==> src/rtl/ps2_pkg.sv <==
// Shared definitions for the PS/2 device-side transmitter: prefix bytes,
// arrow scan codes, the sequencer state type and the frame builder.
package ps2_pkg;

    localparam logic [7:0] PS2_EXT   = 8'hE0;
    localparam logic [7:0] PS2_BREAK = 8'hF0;

    localparam logic [7:0] LEFT  = 8'h6B;
    localparam logic [7:0] RIGHT = 8'h74;
    localparam logic [7:0] UP    = 8'h75;
    localparam logic [7:0] DOWN  = 8'h72;

    localparam int FRAME_BITS = 11;

    typedef enum logic [2:0] {
        IDLE,
        WAIT_INH,
        BIT_HIGH,
        BIT_LOW,
        GAP,
        DONE
    } ps2_state_e;

    // Frame bit 0 goes out first: start 0, data LSB first, odd parity, stop 1.
    function automatic logic [FRAME_BITS-1:0] ps2_frame(input logic [7:0] b);
        return {1'b1, ~^b, b, 1'b0};
    endfunction

endpackage

==> src/rtl/ps2_device_tx_if.sv <==
// Request handshake plus PS/2 pin bundle between a key-event source and the
// device-side transmitter. The master requests key events and owns the sensed
// bus clock; the slave (transmitter) drives the PS/2 lines and status.
interface ps2_device_tx_if;

    logic       send;
    logic [7:0] key_code;
    logic       extended;
    logic       key_release;
    logic       ps2_clk_in;
    logic       busy;
    logic       done;
    logic       ps2_clk_out;
    logic       ps2_dat_out;

    modport master (
        output send, key_code, extended, key_release, ps2_clk_in,
        input  busy, done, ps2_clk_out, ps2_dat_out
    );

    modport slave (
        input  send, key_code, extended, key_release, ps2_clk_in,
        output busy, done, ps2_clk_out, ps2_dat_out
    );

endinterface

==> src/rtl/ps2_frame_shifter.sv <==
// Serializes one 11-bit PS/2 frame. Owns the half-period counter, the bit
// index and the frame shift register; the sequencer tells it which clock
// phase is current and it reports when a half period and the frame end.
module ps2_frame_shifter #(
    parameter int HALF_CYCLES = 2500,
    parameter int CNT_W       = 13
) (
    input  logic        CLOCK_50,
    input  logic        reset,
    input  logic        load_i,
    input  logic [10:0] frame_i,
    input  logic        run_i,
    input  logic        low_i,
    output logic        half_done_o,
    output logic        frame_done_o,
    output logic        dat_o
);

    logic [CNT_W-1:0] cnt_q, cnt_d;
    logic [3:0]       bit_q, bit_d;
    logic [10:0]      frame_q, frame_d;

    assign half_done_o  = (cnt_q == CNT_W'(HALF_CYCLES - 1));
    assign frame_done_o = run_i && low_i && half_done_o && (bit_q == 4'd10);
    assign dat_o        = frame_q[0];

    // Counter, bit index and shift register next-state; a bit retires at the end of its low phase.
    always_comb begin
        cnt_d   = cnt_q;
        bit_d   = bit_q;
        frame_d = frame_q;
        if (load_i) begin
            cnt_d   = '0;
            bit_d   = 4'd0;
            frame_d = frame_i;
        end else if (run_i) begin
            if (half_done_o) begin
                cnt_d = '0;
                if (low_i) begin
                    frame_d = {1'b1, frame_q[10:1]};
                    if (bit_q != 4'd10) begin
                        bit_d = bit_q + 4'd1;
                    end
                end
            end else begin
                cnt_d = cnt_q + CNT_W'(1);
            end
        end else begin
            cnt_d = '0;
        end
    end

    // Shifter state registers.
    always_ff @(posedge CLOCK_50 or posedge reset) begin
        if (reset) begin
            cnt_q   <= '0;
            bit_q   <= 4'd0;
            frame_q <= '1;
        end else begin
            cnt_q   <= cnt_d;
            bit_q   <= bit_d;
            frame_q <= frame_d;
        end
    end

endmodule

==> src/rtl/ps2_device_tx.sv <==
// PS/2 device-side transmitter (keyboard emulator). Accepts one key event,
// builds the [E0][F0] code byte list and sends each byte as a frame,
// waiting out host inhibit before every start bit and idling between frames.
module ps2_device_tx
    import ps2_pkg::*;
#(
    parameter int HALF_CYCLES = 2500,
    parameter int GAP_CYCLES  = 5000
) (
    input  logic          CLOCK_50,
    input  logic          reset,
    ps2_device_tx_if.slave bus
);

    localparam int CNT_MAX = (HALF_CYCLES > GAP_CYCLES) ? HALF_CYCLES : GAP_CYCLES;
    localparam int CNT_W   = $clog2(CNT_MAX + 1);

    ps2_state_e       state_q, state_d;
    logic [3:0][7:0]  bytes_q, bytes_d;
    logic [1:0]       last_q, last_d;
    logic [1:0]       byte_q, byte_d;
    logic [CNT_W-1:0] gap_q, gap_d;
    logic             sync1_q, sync2_q;

    logic             sh_load;
    logic             sh_run;
    logic             sh_low;
    logic             sh_half_done;
    logic             sh_frame_done;
    logic             sh_dat;

    assign sh_load = (state_q == WAIT_INH);
    assign sh_run  = (state_q == BIT_HIGH) || (state_q == BIT_LOW);
    assign sh_low  = (state_q == BIT_LOW);

    ps2_frame_shifter #(
        .HALF_CYCLES (HALF_CYCLES),
        .CNT_W       (CNT_W)
    ) u_shifter (
        .CLOCK_50     (CLOCK_50),
        .reset        (reset),
        .load_i       (sh_load),
        .frame_i      (ps2_frame(bytes_q[byte_q])),
        .run_i        (sh_run),
        .low_i        (sh_low),
        .half_done_o  (sh_half_done),
        .frame_done_o (sh_frame_done),
        .dat_o        (sh_dat)
    );

    assign bus.busy        = (state_q != IDLE) && (state_q != DONE);
    assign bus.done        = (state_q == DONE);
    assign bus.ps2_clk_out = (state_q != BIT_LOW);
    assign bus.ps2_dat_out = sh_run ? sh_dat : 1'b1;

    // Sensed bus clock is asynchronous; two flops, idling high like the bus.
    always_ff @(posedge CLOCK_50 or posedge reset) begin
        if (reset) begin
            sync1_q <= 1'b1;
            sync2_q <= 1'b1;
        end else begin
            sync1_q <= bus.ps2_clk_in;
            sync2_q <= sync1_q;
        end
    end

    // Sequencer next-state: byte list build on accept, inhibit wait, phases, gap, done.
    always_comb begin
        state_d = state_q;
        bytes_d = bytes_q;
        last_d  = last_q;
        byte_d  = byte_q;
        gap_d   = '0;
        case (state_q)
            IDLE: begin
                if (bus.send) begin
                    bytes_d[0] = bus.extended ? PS2_EXT
                               : (bus.key_release ? PS2_BREAK : bus.key_code);
                    bytes_d[1] = (bus.extended && bus.key_release) ? PS2_BREAK : bus.key_code;
                    bytes_d[2] = bus.key_code;
                    bytes_d[3] = bus.key_code;
                    last_d     = {1'b0, bus.extended} + {1'b0, bus.key_release};
                    byte_d     = 2'd0;
                    state_d    = WAIT_INH;
                end
            end
            WAIT_INH: begin
                if (sync2_q) begin
                    state_d = BIT_HIGH;
                end
            end
            BIT_HIGH: begin
                if (sh_half_done) begin
                    state_d = BIT_LOW;
                end
            end
            BIT_LOW: begin
                if (sh_half_done) begin
                    state_d = sh_frame_done ? GAP : BIT_HIGH;
                end
            end
            GAP: begin
                if (gap_q == CNT_W'(GAP_CYCLES - 1)) begin
                    if (byte_q == last_q) begin
                        state_d = DONE;
                    end else begin
                        byte_d  = byte_q + 2'd1;
                        state_d = WAIT_INH;
                    end
                end else begin
                    gap_d = gap_q + CNT_W'(1);
                end
            end
            DONE: begin
                state_d = IDLE;
            end
            default: begin
                state_d = IDLE;
            end
        endcase
    end

    // Sequencer state registers; reset drops any frame in flight.
    always_ff @(posedge CLOCK_50 or posedge reset) begin
        if (reset) begin
            state_q <= IDLE;
            bytes_q <= '0;
            last_q  <= 2'd0;
            byte_q  <= 2'd0;
            gap_q   <= '0;
        end else begin
            state_q <= state_d;
            bytes_q <= bytes_d;
            last_q  <= last_d;
            byte_q  <= byte_d;
            gap_q   <= gap_d;
        end
    end

endmodule

==> src/flat_wrapper.sv <==
// flat-port wrapper written by rule: the top's interface ports become plain ports
module ps2_device_tx_flat import ps2_pkg::*;
#(
    parameter int HALF_CYCLES = 2500,
    parameter int GAP_CYCLES  = 5000
)
  (CLOCK_50, reset, bus_send, bus_key_code, bus_extended, bus_key_release, bus_ps2_clk_in, bus_busy, bus_done, bus_ps2_clk_out, bus_ps2_dat_out);
  ps2_device_tx_if bus_i ();
  input  logic CLOCK_50;
  input  logic reset;
  input wire logic [$bits(bus_i.send)-1:0] bus_send;
  input wire logic [$bits(bus_i.key_code)-1:0] bus_key_code;
  input wire logic [$bits(bus_i.extended)-1:0] bus_extended;
  input wire logic [$bits(bus_i.key_release)-1:0] bus_key_release;
  input wire logic [$bits(bus_i.ps2_clk_in)-1:0] bus_ps2_clk_in;
  output wire logic [$bits(bus_i.busy)-1:0] bus_busy;
  output wire logic [$bits(bus_i.done)-1:0] bus_done;
  output wire logic [$bits(bus_i.ps2_clk_out)-1:0] bus_ps2_clk_out;
  output wire logic [$bits(bus_i.ps2_dat_out)-1:0] bus_ps2_dat_out;
  assign bus_i.send = bus_send;
  assign bus_i.key_code = bus_key_code;
  assign bus_i.extended = bus_extended;
  assign bus_i.key_release = bus_key_release;
  assign bus_i.ps2_clk_in = bus_ps2_clk_in;
  assign bus_busy = bus_i.busy;
  assign bus_done = bus_i.done;
  assign bus_ps2_clk_out = bus_i.ps2_clk_out;
  assign bus_ps2_dat_out = bus_i.ps2_dat_out;
  ps2_device_tx #(.HALF_CYCLES(HALF_CYCLES), .GAP_CYCLES(GAP_CYCLES)) u_core (.CLOCK_50(CLOCK_50), .reset(reset), .bus(bus_i));
endmodule
==> config.mk <==
export PLATFORM = sky130hd
export DESIGN_NAME = ps2_device_tx_flat
export DESIGN_NICKNAME = d
export VERILOG_FILES = /design/src/rtl/ps2_pkg.sv /design/src/rtl/ps2_device_tx_if.sv /design/src/rtl/ps2_frame_shifter.sv /design/src/rtl/ps2_device_tx.sv /design/src/flat_wrapper.sv
export SDC_FILE = /design/constraint.sdc
export NUM_CORES = 1
export LEC_CHECK = 0
export BUFFER_PORTS_ARGS = -buffer_cell sky130_fd_sc_hd__buf_2
export CORE_ASPECT_RATIO = 1.25
export CORE_MARGIN = 5
export CORE_UTILIZATION = 45
export CTS_BUF_LIST = sky130_fd_sc_hd__clkbuf_8
export DETAILED_ROUTE_END_ITERATION = 7
export PLACE_DENSITY = 0.73
export SETUP_SLACK_MARGIN = 0.2
export SLEW_MARGIN = 5
export SYNTH_ARGS = -nofsm -noshare
export SYNTH_HDL_FRONTEND = slang
export SYNTH_SLANG_ARGS = --single-unit
==> constraint.sdc <==
create_clock -name CLOCK_50 -period 2.3 [get_ports CLOCK_50]
set_input_delay 0.23 -clock CLOCK_50 [delete_from_list [all_inputs] [get_ports CLOCK_50]]
set_output_delay 0.23 -clock CLOCK_50 [all_outputs]
set_load 0.02 [all_outputs]
== Word level (Yosys, flattened, before mapping) ==
Index checks and enable logic that the tools add are counted.

* Bits in registers: 74
* Bits in latches: 0
* Memory bits (writable): 0
* ROM bits: 0
* Output and inout port bits: 4
* Logic and storage cells: 87
* Memories kept: 0

* Add/subtract/negate cells: 5
* $mul: 0
* Div/mod/pow operators: 0
* Order comparisons: 1
* Eq/ne operators: 18
* Shift-type cells: 0
* Mux-type cells: 32
* Bitwise operators: 0
* Reductions and logical operators: 19

{| class="wikitable"
|+ Operator list
! kind !! count
|-
| $mux W13 || 5
|-
| $mux W11 || 4
|-
| $mux W8 || 4
|-
| $add A13 B1 Y13 const B || 2
|-
| $mux W3 || 7
|-
| $mux W4 || 5
|-
| $bmux W8 S2 || 1
|-
| $pmux W3 S5 || 1
|-
| $eq A13 B12 Y1 const B || 1
|-
| $eq A13 B13 Y1 const B || 1
|-
| $reduce_bool A2 Y1 || 5
|-
| $reduce_and A4 Y1 || 2
|-
| $reduce_xnor A8 Y1 || 1
|-
| $eq A3 B2 Y1 const B || 2
|-
| $eq A3 B3 Y1 const B || 2
|-
| $mux W2 || 3
|-
| $ne A2 B1 Y1 const B || 3
|-
| $ne A2 B2 Y1 const B || 3
|-
| $logic_and A1 B1 Y1 || 5
|-
| $reduce_and A5 Y1 || 1
|-
| $add A4 B1 Y4 const B || 1
|-
| $eq A4 B4 Y1 const B || 1
|-
| $ne A4 B4 Y1 const B || 1
|-
| $pmux W2 S2 || 1
|-
| other kinds (13) || 13
|}

== Longest topological paths before layout ==
Gate-level depths: netlist (run 1).

* Depth after elaboration: 8
* Mapped depth: 8
* Depth with buffers taken out: 8

== By module ==
Synthesis (run 1) repeated with hierarchy kept, for this count alone.

* Cells, all modules: 412
* Area total of the unflattened synthesis: 3792.4 sq um

{| class="wikitable"
|+ Modules (own cells, without submodules)
! module !! instances !! cells an instance !! area an instance (sq um)
|-
| ps2_device_tx || 1 || 259 || 2357.3
|-
| ps2_frame_shifter || 1 || 153 || 1435.1
|}

== Worst setup path after synthesis (run 1) ==
No wires, ideal clock.

* Path kind: register -> register
* Start: register u_core.u_shifter.cnt_q[0]
* End: register u_core.u_shifter.bit_q[3]
* Setup time: 78 ps
* Arrival: 1686 ps
* Data required time: 2222 ps
* Setup slack: 536 ps
* Stages on the path, launching flop included: 8
* Buffers on the path: 0
* Clock period less this slack: 1764 ps
* Cell sequence: dfrtp_1 ha_1 nor3b_1 nand4_2 nand2_1 nand2_2 or3_1 a21oi_1

* Longest elaborated chain between the ends: 3

{| class="wikitable"
|+ Ends and longest elaborated chain
! item !! RTL line !! source
|-
| start: declaration || ps2_frame_shifter.sv:19 || <nowiki>logic [CNT_W-1:0] cnt_q, cnt_d;</nowiki>
|-
| start signal: assignment || ps2_frame_shifter.sv:60 || <nowiki>cnt_q <= cnt_d;</nowiki>
|-
| $eq A13 B12 Y1 || ps2_frame_shifter.sv:23 || <nowiki>assign half_done_o = (cnt_q == CNT_W'(HALF_CYCLES - 1));</nowiki>
|-
| $reduce_bool A2 Y1 (no line) || - ||
|-
| $reduce_and A4 Y1 (no line) || - ||
|-
| end signal: assignment || ps2_frame_shifter.sv:61 || <nowiki>bit_q <= bit_d;</nowiki>
|-
| end: declaration || ps2_frame_shifter.sv:20 || <nowiki>logic [3:0] bit_q, bit_d;</nowiki>
|}

No other way between the ends.
A chain may end at the register's enable or synchronous reset.

== Worst setup path after layout (run 1) ==
* Start: register u_core.state_q[1]
* End: output port bus_ps2_dat_out

* Longest elaborated chain between the ends: 3
* Elaborated cells on any way between the ends: 4
* Those cells by class: eq/ne: 2; mux: 1; reduce/logical: 1

{| class="wikitable"
|+ Ends and longest elaborated chain
! item !! RTL line !! source
|-
| start: declaration || ps2_device_tx.sv:18 || <nowiki>ps2_state_e state_q, state_d;</nowiki>
|-
| start signal: assignment || ps2_device_tx.sv:132 || <nowiki>state_q <= state_d;</nowiki>
|-
| $eq A3 B2 Y1 || ps2_device_tx.sv:33 || <nowiki>assign sh_run = (state_q == BIT_HIGH) || (state_q == BIT_LOW);</nowiki>
|-
| $logic_or A1 B1 Y1 * || ps2_device_tx.sv:33 ||
|-
| $mux W1 * || ps2_device_tx.sv:54 || <nowiki>assign bus.ps2_dat_out = sh_run ? sh_dat : 1'b1;</nowiki>
|-
| end: declaration || flat_wrapper.sv:19 || <nowiki>output wire logic [$bits(bus_i.ps2_dat_out)-1:0] bus_ps2_dat_out;</nowiki>
|}

Mark *: on every way between the ends. The rest lies on a longest branch, timed or not.

==> impl_summary.txt, run 1 <==
----------------------------------------------------
[Critical path]
  Worst Path Arrival ... 1.68 ns
  Critical path data required time ... 2.07 ns
  Kind of start point of the critical path ... flip-flop
  Crit path capture type ... output port
  Largest driver fanout on the critical path ... 11
  Critical Setup Path Class ... flip-flop to output port

[Cells and area]
  Ant. Diodes ... 0
  End-of-flow core utilization ... 0.517
  Layout Nets ... 423
  Share of cells above drive strength 1 ... 0.174
  Area Growth Syn to Fin ... 11.3%
  Sequential Area ... 1840 sq um
  Count of filler cells inserted in the layout ... 713
  Multi-input combinational cell area ... 1710 sq um

[Pwr]
  Combinational power share ... 0.292
  Peak supply drop ... 0.629 mV
  Total power divided by cell area ... 994 nW/um^2
  Switching power as a share of total power ... 0.347
  Switching pwr ... 1.40 mW
  Internal Power ... 2.63 mW
  Flop pwr share ... 0.481
  Clock network power share ... 0.227
  Leakage dissipation ... 1.83 nW

[Clock tree]
  Max H-tree Level ... 3
  Cell at the root of the clock tree ... sky130_fd_sc_hd__clkbuf_8
  Clock tree from TritonCTS ... built
  Number of clock sinks ... 73
  Max Root-Sink Buffers ... 2
  Setup Fix Bufs, Post-CTS ... 0
  Worst-path clk slew ... 0.08 ns
  CTS Buf Count ... 9
  Clock insertion delay at the later pin of the skew report ... 0.34 ns

[Logic synthesis]
  Post-Synthesis Cell Area ... 3640 sq um
  Most common cell in the synthesized netlist ... sky130_fd_sc_hd__nand2_1
  Sequential area share after synthesis ... 0.505
  Yosys warning count ... 0
  Most area-hungry cell type in the Yosys netlist ... sky130_fd_sc_hd__dfrtp_1
  Portion of synthesized cell area occupied by the leading cell type ... 0.419
  Mean Syn Cell Area ... 9.56 sq um
  Post-synth cell types ... 42
  Post-synth EDFFs ... 0
  Seq cells post-synth ... 73
  Dominant cells by area after synthesis ... sky130_fd_sc_hd__dfrtp_1 (42%), sky130_fd_sc_hd__dfstp_2 (8.7%), sky130_fd_sc_hd__nand2_1 (7.0%)
  Synth Flop Type ... sky130_fd_sc_hd__dfrtp_1
  Asr flop ratio synth ... 1.00
  Instance count of the mapped netlist ... 381
  Synthesized Nets ... 400
  Most numerous cell types in the synthesized netlist ... sky130_fd_sc_hd__nand2_1 (68), sky130_fd_sc_hd__dfrtp_1 (61), sky130_fd_sc_hd__nor2_1 (53)

[Placement]
  Port Buffers ... 17
  Post-Place Setup Slack ... 0.350 ns
  Routability congestion estimate ... 0.845
  Post-detail-place hpwl ... 4610 um

[Die]
  I/O pin count ... 18
  Initial core utilization ... 0.465
  Core Area ... 7840 sq um
  DIE WIDTH ... 90.5 um
  Number of placement rows ... 36
  Vert. Die Dim ... 111 um
  Die area ... 10000 sq um

[Global route]
  Via count of the first global-routing pass ... 2633
  All-Layer GR Usage ... 0.140
  Maximum number of pins on one net before global-route repair ... 74
  First-pass GRT wire length ... 11900 um
  Residual overflow from global routing ... 0
  Number of antenna violations at the first check in global routing ... 0

[STA]
  Max-slew headroom ... 0.654
  Number of setup violations in the final report ... 0
  Post-layout worst setup margin ... 0.387 ns
  Peak clock frequency supported by timing ... 523 MHz
  Unrepaired setup endpoints after global routing ... no
  Final Slew Violations ... 0
  Slew at the pin closest to its max-slew limit ... 0.519 ns
  Final period util ... 0.832
  Accumulated negative setup slack ... 0 ns
  Setup clock skew after layout ... 0.0101 ns
  Count of endpoints failing hold in the final timing report ... 0
  Min cycle time layout ... 1.91 ns

[Detailed routing]
  Antenna Nets Post-Route ... 0
  DRC errors left ... 0
  Overall routed net length ... 6680 um
  Starting DRC count in detailed routing ... 169
  Pre-antenna DRT Iters ... 4
  Mean routed wirelength per cell ... 13.3 um
  Number of vias per cell after detailed routing ... 5.22
  Vias ... 2633

[Min path]
  Hold Path Class ... primary input to flip-flop

[Outcome]
  Result of the run ... finished clean

[Job]
  Max-Cap Viols ... 0

----------------------------------------------------
[final timing paths]
kind | from | end | slack (ns) | depth (start not counted)
worst max-delay path | u_core.state_q[1] | bus_ps2_dat_out | 0.39 | 3
worst min-delay path | bus_key_code[3] | u_core.bytes_q[19] | 0.10 | 3
worst max register to register | u_core.u_shifter.cnt_q[0] | u_core.u_shifter.bit_q[3] | 0.39 | 7
worst min register to register | u_core.sync1_q | u_core.sync2_q | 0.36 | 0
max in group asynchronous | reset | u_core.u_shifter.frame_q[0] | 1.46 | 4
min in group asynchronous | reset | u_core.gap_q[7] | 0.51 | 4
[sequential cells by signal, summed over array words and instances, names as in the netlist]
register / cells
u_core.state_q: 3
u_core.gap_q: 13
u_core.u_shifter.frame_q: 10
u_core.sync1_q: 1
u_core.last_q: 2
u_core.u_shifter.cnt_q: 13
u_core.bytes_q: 24
u_core.byte_q: 2
u_core.u_shifter.bit_q: 4
u_core.sync2_q: 1
[what timing repair did]
action                                 CTS  global route
endpoints found under the hold margin   62             0
setup endpoints to repair                0             1
hold buffers                             2             0
gates resized for setup                  0             1
[cells by family after synthesis]
| family | after synthesis | synth area share |
|---|---|---|
| AND/OR/NAND/NOR | 187 | 0.240 |
| AO/OA/AOI/OAI | 47 | 0.0714 |
| XOR/XNOR | 32 | 0.0769 |
| flip-flops | 73 | 0.505 |
| buffers and inverters | 22 | 0.0282 |
| adder cells (fa/ha/maj) | 5 | 0.0172 |
| multiplexers | 15 | 0.0604 |
[worst max-delay path, stage by stage (launching register included)]
cell and delay, ns:
sky130_fd_sc_hd__dfrtp_1 0.62, sky130_fd_sc_hd__inv_2 0.17, sky130_fd_sc_hd__or3_1 0.38, sky130_fd_sc_hd__buf_2 0.16
[power by group through the flow]
stage / clock network (mW) / registers, mW / logic (mW)
2_1_floorplan: 0 / 1.85 / 0.994
3_3_place_gp: 0 / 1.96 / 1.14
3_5_place_dp: 0 / 1.96 / 1.19
4_1_cts: 0.940 / 1.94 / 1.20
5_1_grt: 1.00 / 1.99 / 1.34
6_report: 0.914 / 1.94 / 1.18
[per-stage QoR]
stage / instances / hold slack [ns] / cell area (sq um) / power [mW]
global placement: 486 / 0.335 / 3850 / 3.10
CTS: 504 / 0.0904 / 4050 / 4.08
detailed placement: 486 / 0.344 / 3850 / 3.15
global route: 504 / 0.114 / 4060 / 4.33
floorplan: 381 / 0.234 / 3640 / 2.84
finish: 504 / 0.105 / 4060 / 4.03
[routing by layer]
metal  GRT usage  share of wire
met1       0.186           0.47
met2       0.223           0.48
met3      0.0245          0.028
met4      0.0626          0.018
met5           0              0
[final cells by class]
class	instances	area share
Clock inverter	6	0.0108
Clock buffer	10	0.0339
Inverter	7	0.00648
Tap cell	95	0.0293
Multi-Input combinational cell	286	0.421
Sequential cell	73	0.454
Timing Repair Buffer	27	0.0438
[placed cells by master, fill, tap and decap left out, types with 3 or more instances in the layout]
cell type                    synthesis  routed
sky130_fd_sc_hd__a21oi_1            21      21
sky130_fd_sc_hd__a22o_1              3       3
sky130_fd_sc_hd__a22oi_1             3       3
sky130_fd_sc_hd__and3_1             12      12
sky130_fd_sc_hd__buf_2               1      17
sky130_fd_sc_hd__buf_4               0       7
sky130_fd_sc_hd__clkbuf_8            0      10
sky130_fd_sc_hd__clkinvlp_4          0       4
sky130_fd_sc_hd__dfrtp_1            61      60
sky130_fd_sc_hd__dfstp_2            12      12
sky130_fd_sc_hd__ha_1                5       5
sky130_fd_sc_hd__inv_1               6       5
sky130_fd_sc_hd__mux2_2              4       4
sky130_fd_sc_hd__mux2_4              3       3
sky130_fd_sc_hd__mux2i_1             4       4
sky130_fd_sc_hd__mux2i_4             4       4
sky130_fd_sc_hd__nand2_1            68      68
sky130_fd_sc_hd__nand2b_1            4       4
sky130_fd_sc_hd__nand3_1            23      23
sky130_fd_sc_hd__nand3b_1            6       6
sky130_fd_sc_hd__nor2_1             53      53
sky130_fd_sc_hd__nor3_1              6       6
sky130_fd_sc_hd__o21ai_1            17      17
sky130_fd_sc_hd__xnor2_1            13      13
sky130_fd_sc_hd__xor2_1             19      19
Note: power is estimated with default switching activity, not from simulation.
==> run 2, diff against run 1 <==
- clock period: 2.3 -> 1.8 ns (I/O delays scaled with it)
==> run 2 against run 1 <==
  * Combinational power grew 60%
  * Clock skew is 0.0026 ns lower
  * Global-route usage rose by 1.2 points
  * Largest cell class is now multi-input combinational cells
  * Largest power group unchanged
  * Routed wire length increased by 6.3%
  * Setup slack worse by 0.24 ns
  * Flip-flop and latch count did not move
  * Die area unchanged
  * Final cell count increased by 4.6%
  * Final area rose by 9.6%
==> impl_summary.txt, run 2 (synthesized netlist as in run 1, its figures left out) <==
----------------------------------------------------
[Cells and area]
  Multi-input combinational cell area ... 1860 sq um (+9.2%)
  Largest registers ... u_core.bytes_q (24), u_core.gap_q (13), u_core.u_shifter.cnt_q (13)
  Sequential Area ... 1850 sq um (+0.14%)
  Commonest non-fill, non-tap cells in the layout ... sky130_fd_sc_hd__nand2_1 (67), sky130_fd_sc_hd__dfrtp_1 (58), sky130_fd_sc_hd__nor2_1 (51)
  Count of filler cells inserted in the layout ... 696 (-2.4%)
  Max FFs per register ... 24 (unchanged)
  Layout Nets ... 446 (+5.4%)
  Most common cell after layout, fill and taps aside ... sky130_fd_sc_hd__nand2_1
  Area Growth Syn to Fin ... 22.0%
  Ant. Diodes ... 0 (unchanged)
  Biggest register ... u_core.bytes_q
  Share of cells above drive strength 1 ... 0.266 (+0.0926)

[Pwr]
  Switching pwr ... 1.87 mW (+34%)
  Clock network power share ... 0.227 (about the same)
  Peak supply drop ... 0.850 mV (+35%)
  Leakage dissipation ... 2.02 nW (+10%)
  Total power divided by cell area ... 1260 nW/um^2 (+27%)
  Flop pwr share ... 0.436 (-0.045)
  Internal Power ... 3.73 mW (+42%)
  Combinational power share ... 0.337 (+0.045)
  Switching power as a share of total power ... 0.334 (-0.0123)

[Critical path]
  Worst Path Arrival ... 1.93 ns (+0.25 ns)
  Critical path data required time ... 2.07 ns (about the same)
  Register-to-register setup slack ... 0.14 ns (-0.24 ns)
  Kind of start point of the critical path ... flip-flop
  Critical Setup Path Class ... flip-flop to flip-flop
  Destination of the worst register-to-register timing path ... u_core.u_shifter.frame_q[9]
  Crit path capture type ... flip-flop
  Path depth of the worst reg2reg path ... 7 (unchanged)
  Worst path max stage delay ... 0.40 ns (-0.22 ns)
  RR Startpoint ... u_core.byte_q[0]
  Crit path cell chain ... buf_6 -> mux2_4 -> mux2i_4 -> xnor2_2 -> xnor2_1 -> xnor2_1 -> a21oi_1
  Crit path top cell by count ... sky130_fd_sc_hd__xnor2_1
  Largest driver fanout on the critical path ... 6 (-5)
  Crit path max-delay cell type ... sky130_fd_sc_hd__dfrtp_1

[STA]
  Final period util ... 0.921
  Slew at the pin closest to its max-slew limit ... 0.402 ns (-0.116 ns)
  Peak clock frequency supported by timing ... 603 MHz
  Final Slew Violations ... 0 (unchanged)
  Setup clock skew after layout ... 0.00756 ns (-0.00259 ns)
  Unrepaired setup endpoints after global routing ... yes
  Max-slew headroom ... 0.731 (+0.0767)
  Accumulated negative setup slack ... 0 ns (unchanged)
  Min cycle time layout ... 1.66 ns
  Count of endpoints failing hold in the final timing report ... 0 (unchanged)
  Number of setup violations in the final report ... 0 (unchanged)
  Post-layout worst setup margin ... 0.143 ns (-0.244 ns)

[Clock tree]
  Clock tree from TritonCTS ... built
  Clock insertion delay at the later pin of the skew report ... 0.35 ns (about the same)
  CTS Buf Count ... 9 (unchanged)
  Cell at the root of the clock tree ... sky130_fd_sc_hd__clkbuf_8
  Worst-path clk slew ... 0.08 ns (about the same)
  Number of clock sinks ... 73 (unchanged)
  Max Root-Sink Buffers ... 2 (unchanged)
  Max H-tree Level ... 3 (unchanged)

[Detailed routing]
  Overall routed net length ... 7100 um (+6.3%)
  DRC errors left ... 0 (unchanged)
  Antenna Nets Post-Route ... 0 (unchanged)
  Number of vias per cell after detailed routing ... 5.21 (-0.19%)
  Starting DRC count in detailed routing ... 132 (-22%)
  Vias ... 2748 (+4.4%)
  Mean routed wirelength per cell ... 13.5 um (+1.6%)
  Pre-antenna DRT Iters ... 4 (unchanged)

[Outcome]
  Result of the run ... finished clean

[Placement]
  Port Buffers ... 17 (unchanged)
  Post-Place Setup Slack ... 0.0524 ns (-0.297 ns)
  Post-detail-place hpwl ... 4680 um (+1.4%)
  Routability congestion estimate ... 0.795 (-5.9%)

[Die]
  DIE WIDTH ... 90.5 um (unchanged)
  Core Area ... 7840 sq um (unchanged)
  Number of placement rows ... 36 (unchanged)
  I/O pin count ... 18 (unchanged)
  Die area ... 10000 sq um (unchanged)
  Initial core utilization ... 0.465 (unchanged)
  Vert. Die Dim ... 111 um (unchanged)

[Global route]
  Number of antenna violations at the first check in global routing ... 0 (unchanged)
  First-pass GRT wire length ... 12900 um (+9.0%)
  Via count of the first global-routing pass ... 2847 (+8.1%)
  All-Layer GR Usage ... 0.152 (+0.0121)
  Maximum number of pins on one net before global-route repair ... 74 (unchanged)
  Residual overflow from global routing ... 0 (unchanged)

[Min path]
  Hold Crit Depth ... 3 (unchanged)
  Hold Path Class ... primary input to flip-flop
  Hold Path Sink ... u_core.bytes_q[16]
  Launch instance of the worst min-delay path ... bus_key_code[0]

[Job]
  Max-Cap Viols ... 0 (unchanged)

----------------------------------------------------
==> run 2: cell count changes in the layout (fill, tap and decap cells not counted), sizes merged <==
cell	previous run	this run
bufinv	0	1
inv	7	8
clkinvlp	4	1
clkinv	2	3
buf	25	48
==> run 2: metrics by stage <==
step	total power, mW	cell area, sq um	hold WS, ns	instances	utilization
3_3_place_gp	4.02	3970	0.286	495	0.507
3_5_place_dp	4.09	3970	0.288	495	0.507
5_1_grt	6.00	4450	0.0609	527	0.567
4_1_cts	5.52	4320	0.0353	518	0.551
6_report	5.61	4450	0.0549	527	0.567
2_1_floorplan	3.65	3660	0.184	381	-
==> run 2: layer usage <==
| layer | GRT usage | routed length (um) | vias to the layer above |
|---|---|---|---|
| li1 | - | - | 1372 |
| met1 | 0.205 | 3300 | 1331 |
| met2 | 0.238 | 3500 | 34 |
| met3 | 0.0306 | 194 | 11 |
| met4 | 0.0636 | 106 | 0 |
| met5 | 0 | 0 | - |
==> run 2: power groups by stage <==
stage	clock, mW	sequential (mW)	combinational (mW)
global route	1.38	2.50	2.12
floorplan	0	2.37	1.28
detailed placement	0	2.48	1.61
global placement	0	2.46	1.56
finish	1.27	2.44	1.89
CTS	1.31	2.45	1.76
==> run 2: how the worst max path moves through the flow <==
stage	to	slack [ns]	cells past startpoint	start
CTS	u_core.u_shifter.frame_q[9]	0.13	7	u_core.byte_q[0]
detailed placement	u_core.u_shifter.frame_q[9]	0.05	7	u_core.byte_q[0]
floorplan	u_core.byte_q[0]	0.20	6	u_core.gap_q[0]
finish	u_core.u_shifter.frame_q[9]	0.14	7	u_core.byte_q[0]
global route	u_core.u_shifter.bit_q[3]	0.04	7	u_core.u_shifter.cnt_q[1]
global placement	u_core.u_shifter.frame_q[9]	0.13	7	u_core.byte_q[0]
==> run 2: critical path, delay by kind of cell, from the launching register on <==
family                    cells  cell delay [ns]
DFF                           1             0.40
muxes                         2             0.51
xor gates and xnor gates      3             0.44
AOI/OAI and AO/OA             1             0.08
buffers and inverters         1             0.15
==> run 2: repair_timing <==
action / CTS / global route
endpoints found under the setup margin: 25 / 33
hold endpoints to repair: 62 / 0
buffers inserted: 5 / 9
resized for setup: 20 / 14
cloned: 0 / 0
pin swaps: 10 / 13
hold buffers: 2 / 0
==> run 2: layout make-up <==
type                       count  area share
tap                           95      0.0267
inverter                       7     0.00675
clock buffer                  10      0.0310
timing repair buffer          50      0.0881
multi-input combinational    286       0.419
sequential                    73       0.415
clock inverter                 6      0.0129
==> run 3, diff against run 2 <==
- PLACE_DENSITY: 0.73 -> 0.75
- clock period: 1.8 -> 1.4 ns (I/O delays scaled with it)
==> run 3 against run 2 <==
  * Flip-flop and latch count did not move
  * Critical path type unchanged
  * The flow now finishes with violations (negative setup slack)
  * Via count up 18%
  * Power is 55% higher
  * Largest power group is now combinational logic
  * Routed wire length up 57%
==> impl_summary.txt, run 3 (synthesized netlist as in run 1, its figures left out) <==
----------------------------------------------------
[Die]
  Core Area ... 7840 sq um (unchanged)
  Vert. Die Dim ... 111 um (unchanged)
  DIE WIDTH ... 90.5 um (unchanged)
  I/O pin count ... 18 (unchanged)
  Initial core utilization ... 0.465 (unchanged)
  Die area ... 10000 sq um (unchanged)
  Number of placement rows ... 36 (unchanged)

[Cells and area]
  Largest registers ... u_core.bytes_q (24), u_core.gap_q (13), u_core.u_shifter.cnt_q (13)
  Layout Nets ... 515 (+15%)
  Ant. Diodes ... 0 (unchanged)
  Most common cell after layout, fill and taps aside ... sky130_fd_sc_hd__buf_4
  Multi-input combinational cell area ... 2370 sq um (+27%)
  Count of filler cells inserted in the layout ... 495 (-29%)
  Commonest non-fill, non-tap cells in the layout ... sky130_fd_sc_hd__buf_4 (61), sky130_fd_sc_hd__dfrtp_1 (57), sky130_fd_sc_hd__nand2_1 (35)
  Biggest register ... u_core.bytes_q
  Area of all placed cells without fillers ... 5720 sq um (+29%)
  Area Growth Syn to Fin ... 56.9%
  Cell Count, Final, Fillers Out ... 596 (+13%)
  Sequential Area ... 1850 sq um (about the same)
  Max FFs per register ... 24 (unchanged)
  Share of cells above drive strength 1 ... 0.565 (+0.299)

[Global route]
  First-pass GRT wire length ... 15900 um (+23%)
  Number of antenna violations at the first check in global routing ... 0 (unchanged)
  Maximum number of pins on one net before global-route repair ... 34 (-54%)
  Via count of the first global-routing pass ... 3303 (+16%)
  Residual overflow from global routing ... 0 (unchanged)
  All-Layer GR Usage ... 0.195 (+0.0422)

[STA]
  Post-layout worst setup margin ... -0.457 ns (-0.600 ns)
  Accumulated negative setup slack ... -9.18 ns (-9.18 ns)
  Unrepaired setup endpoints after global routing ... yes
  Slew at the pin closest to its max-slew limit ... 0.494 ns (+0.0914 ns)
  Peak clock frequency supported by timing ... 538 MHz (-11%)
  Number of setup violations in the final report ... 73 (+73)
  Final Slew Violations ... 0 (unchanged)
  Count of endpoints failing hold in the final timing report ... 0 (unchanged)
  Max-slew headroom ... 0.670 (-0.0615)
  Final period util ... 1.33 (+0.406)
  Setup clock skew after layout ... 0.0102 ns (+0.00266 ns)
  Min cycle time layout ... 1.86 ns (+0.200 ns)

[Clock tree]
  Cell at the root of the clock tree ... sky130_fd_sc_hd__clkbuf_8
  Max H-tree Level ... 3 (unchanged)
  Number of clock sinks ... 73 (unchanged)
  Worst-path clk slew ... 0.08 ns (about the same)
  Max Root-Sink Buffers ... 2 (unchanged)
  CTS Buf Count ... 9 (unchanged)
  Clock tree from TritonCTS ... built
  Clock insertion delay at the later pin of the skew report ... 0.36 ns (about the same)

[Critical path]
  Worst Path Arrival ... 2.15 ns (+0.22 ns)
  Kind of start point of the critical path ... flip-flop
  Path depth of the worst reg2reg path ... 6 (-1)
  Crit path capture type ... flip-flop
  Critical Setup Path Class ... flip-flop to flip-flop
  Critical path data required time ... 1.69 ns (-0.38 ns)
  Largest driver fanout on the critical path ... 7 (+1)

[Outcome]
  Failing checks ... negative setup slack
  Result of the run ... finished, violations left

[Detailed routing]
  Mean routed wirelength per cell ... 18.7 um (+39%)
  Pre-antenna DRT Iters ... 4 (unchanged)
  Antenna Nets Post-Route ... 0 (unchanged)
  Overall routed net length ... 11200 um (+57%)
  Number of vias per cell after detailed routing ... 5.44 (+4.4%)
  Vias ... 3245 (+18%)
  Starting DRC count in detailed routing ... 176 (+33%)
  DRC errors left ... 0 (unchanged)

[Job]
  Max-Cap Viols ... 0 (unchanged)

[Placement]
  Post-detail-place hpwl ... 5510 um (+18%)
  Placed inst area ... 4450 sq um (+12%)
  Port Buffers ... 17 (unchanged)
  Routability congestion estimate ... 0.778 (-2.1%)
  Post-placement cell count ... 545 (+10%)

[Pwr]
  Peak supply drop ... 1.24 mV (+45%)
  Total power divided by cell area ... 1520 nW/um^2 (+21%)
  Leakage dissipation ... 2.53 nW (+25%)

[Min path]
  Hold Path Class ... primary input to flip-flop
  Hold Crit Depth ... 3 (unchanged)

----------------------------------------------------
[run 3: cell types whose count changed in the layout (fill, tap and decap cells not counted), moves of 9 or more]
cell / delta
sky130_fd_sc_hd__nand2_4: +11
sky130_fd_sc_hd__nand2_2: +21
sky130_fd_sc_hd__nand3_2: +9
sky130_fd_sc_hd__buf_6: +26
sky130_fd_sc_hd__nand3_1: -10
sky130_fd_sc_hd__a21oi_1: -10
sky130_fd_sc_hd__nor2_1: -20
sky130_fd_sc_hd__buf_4: +35
sky130_fd_sc_hd__a21oi_2: +10
sky130_fd_sc_hd__nor2_4: +14
sky130_fd_sc_hd__nand2_1: -32
[run 3: final timing paths]
kind	endpoint	slack (ns)	from
max	u_core.u_shifter.frame_q[9]	-0.46	u_core.byte_q[0]
min	u_core.bytes_q[3]	0.03	bus_key_code[3]
max reg2reg	u_core.u_shifter.frame_q[9]	-0.46	u_core.byte_q[0]
min reg2reg	u_core.sync2_q	0.36	u_core.sync1_q
max in group asynchronous	u_core.sync2_q	0.57	reset
min in group asynchronous	u_core.gap_q[8]	0.30	reset
[run 3: power breakdown]
| part | total (mW) | switching (mW) | internal (mW) |
|---|---|---|---|
| clock | 1.54 | 0.824 | 0.719 |
| sequential | 3.38 | 0.629 | 2.75 |
| combinational | 3.79 | 1.81 | 1.98 |
[run 3: final cells by class]
cell class	count	share of cell area
clock buffers	11	0.0265
clock inverters	5	0.00416
inverters	7	0.00525
multi-input cells	286	0.415
flip-flops and latches	73	0.323
well taps	95	0.0208
repair buffers	119	0.206
[run 3: timing repair]
action / in CTS / in global routing
cloned: 4 / 2
setup buffers: 20 / 7
gates resized for setup: 69 / 114
endpoints found under the setup margin: 74 / 74
endpoints found under the hold margin: 10 / 0
hold buffers: 2 / 0
pin swaps: 36 / 43
[run 3: critical path: stages (launching register included)]
cell,delay (ns)
sky130_fd_sc_hd__dfrtp_2,0.47
sky130_fd_sc_hd__mux2_2,0.37
sky130_fd_sc_hd__mux2i_1,0.27
sky130_fd_sc_hd__xnor2_1,0.16
sky130_fd_sc_hd__xnor2_1,0.24
sky130_fd_sc_hd__xnor2_1,0.17
sky130_fd_sc_hd__a21oi_1,0.10
[run 3: routing by layer]
metal,up-vias,track usage,share of wire
li1,1509,-,-
met1,1630,0.231,0.40
met2,76,0.329,0.53
met3,30,0.0483,0.037
met4,0,0.0864,0.033
met5,-,0,0
[run 3: through the flow]
step / hold WS (ns) / utilization / setup WS [ns] / power [mW]
2_1_floorplan: 0.144 / - / -0.200 / 4.87
3_3_place_gp: 0.117 / 0.568 / -0.326 / 5.60
3_5_place_dp: 0.121 / 0.568 / -0.508 / 5.73
4_1_cts: 0.000834 / 0.656 / -0.347 / 7.76
5_1_grt: 0.0356 / 0.729 / -0.499 / 9.13
6_report: 0.0327 / 0.729 / -0.457 / 8.71
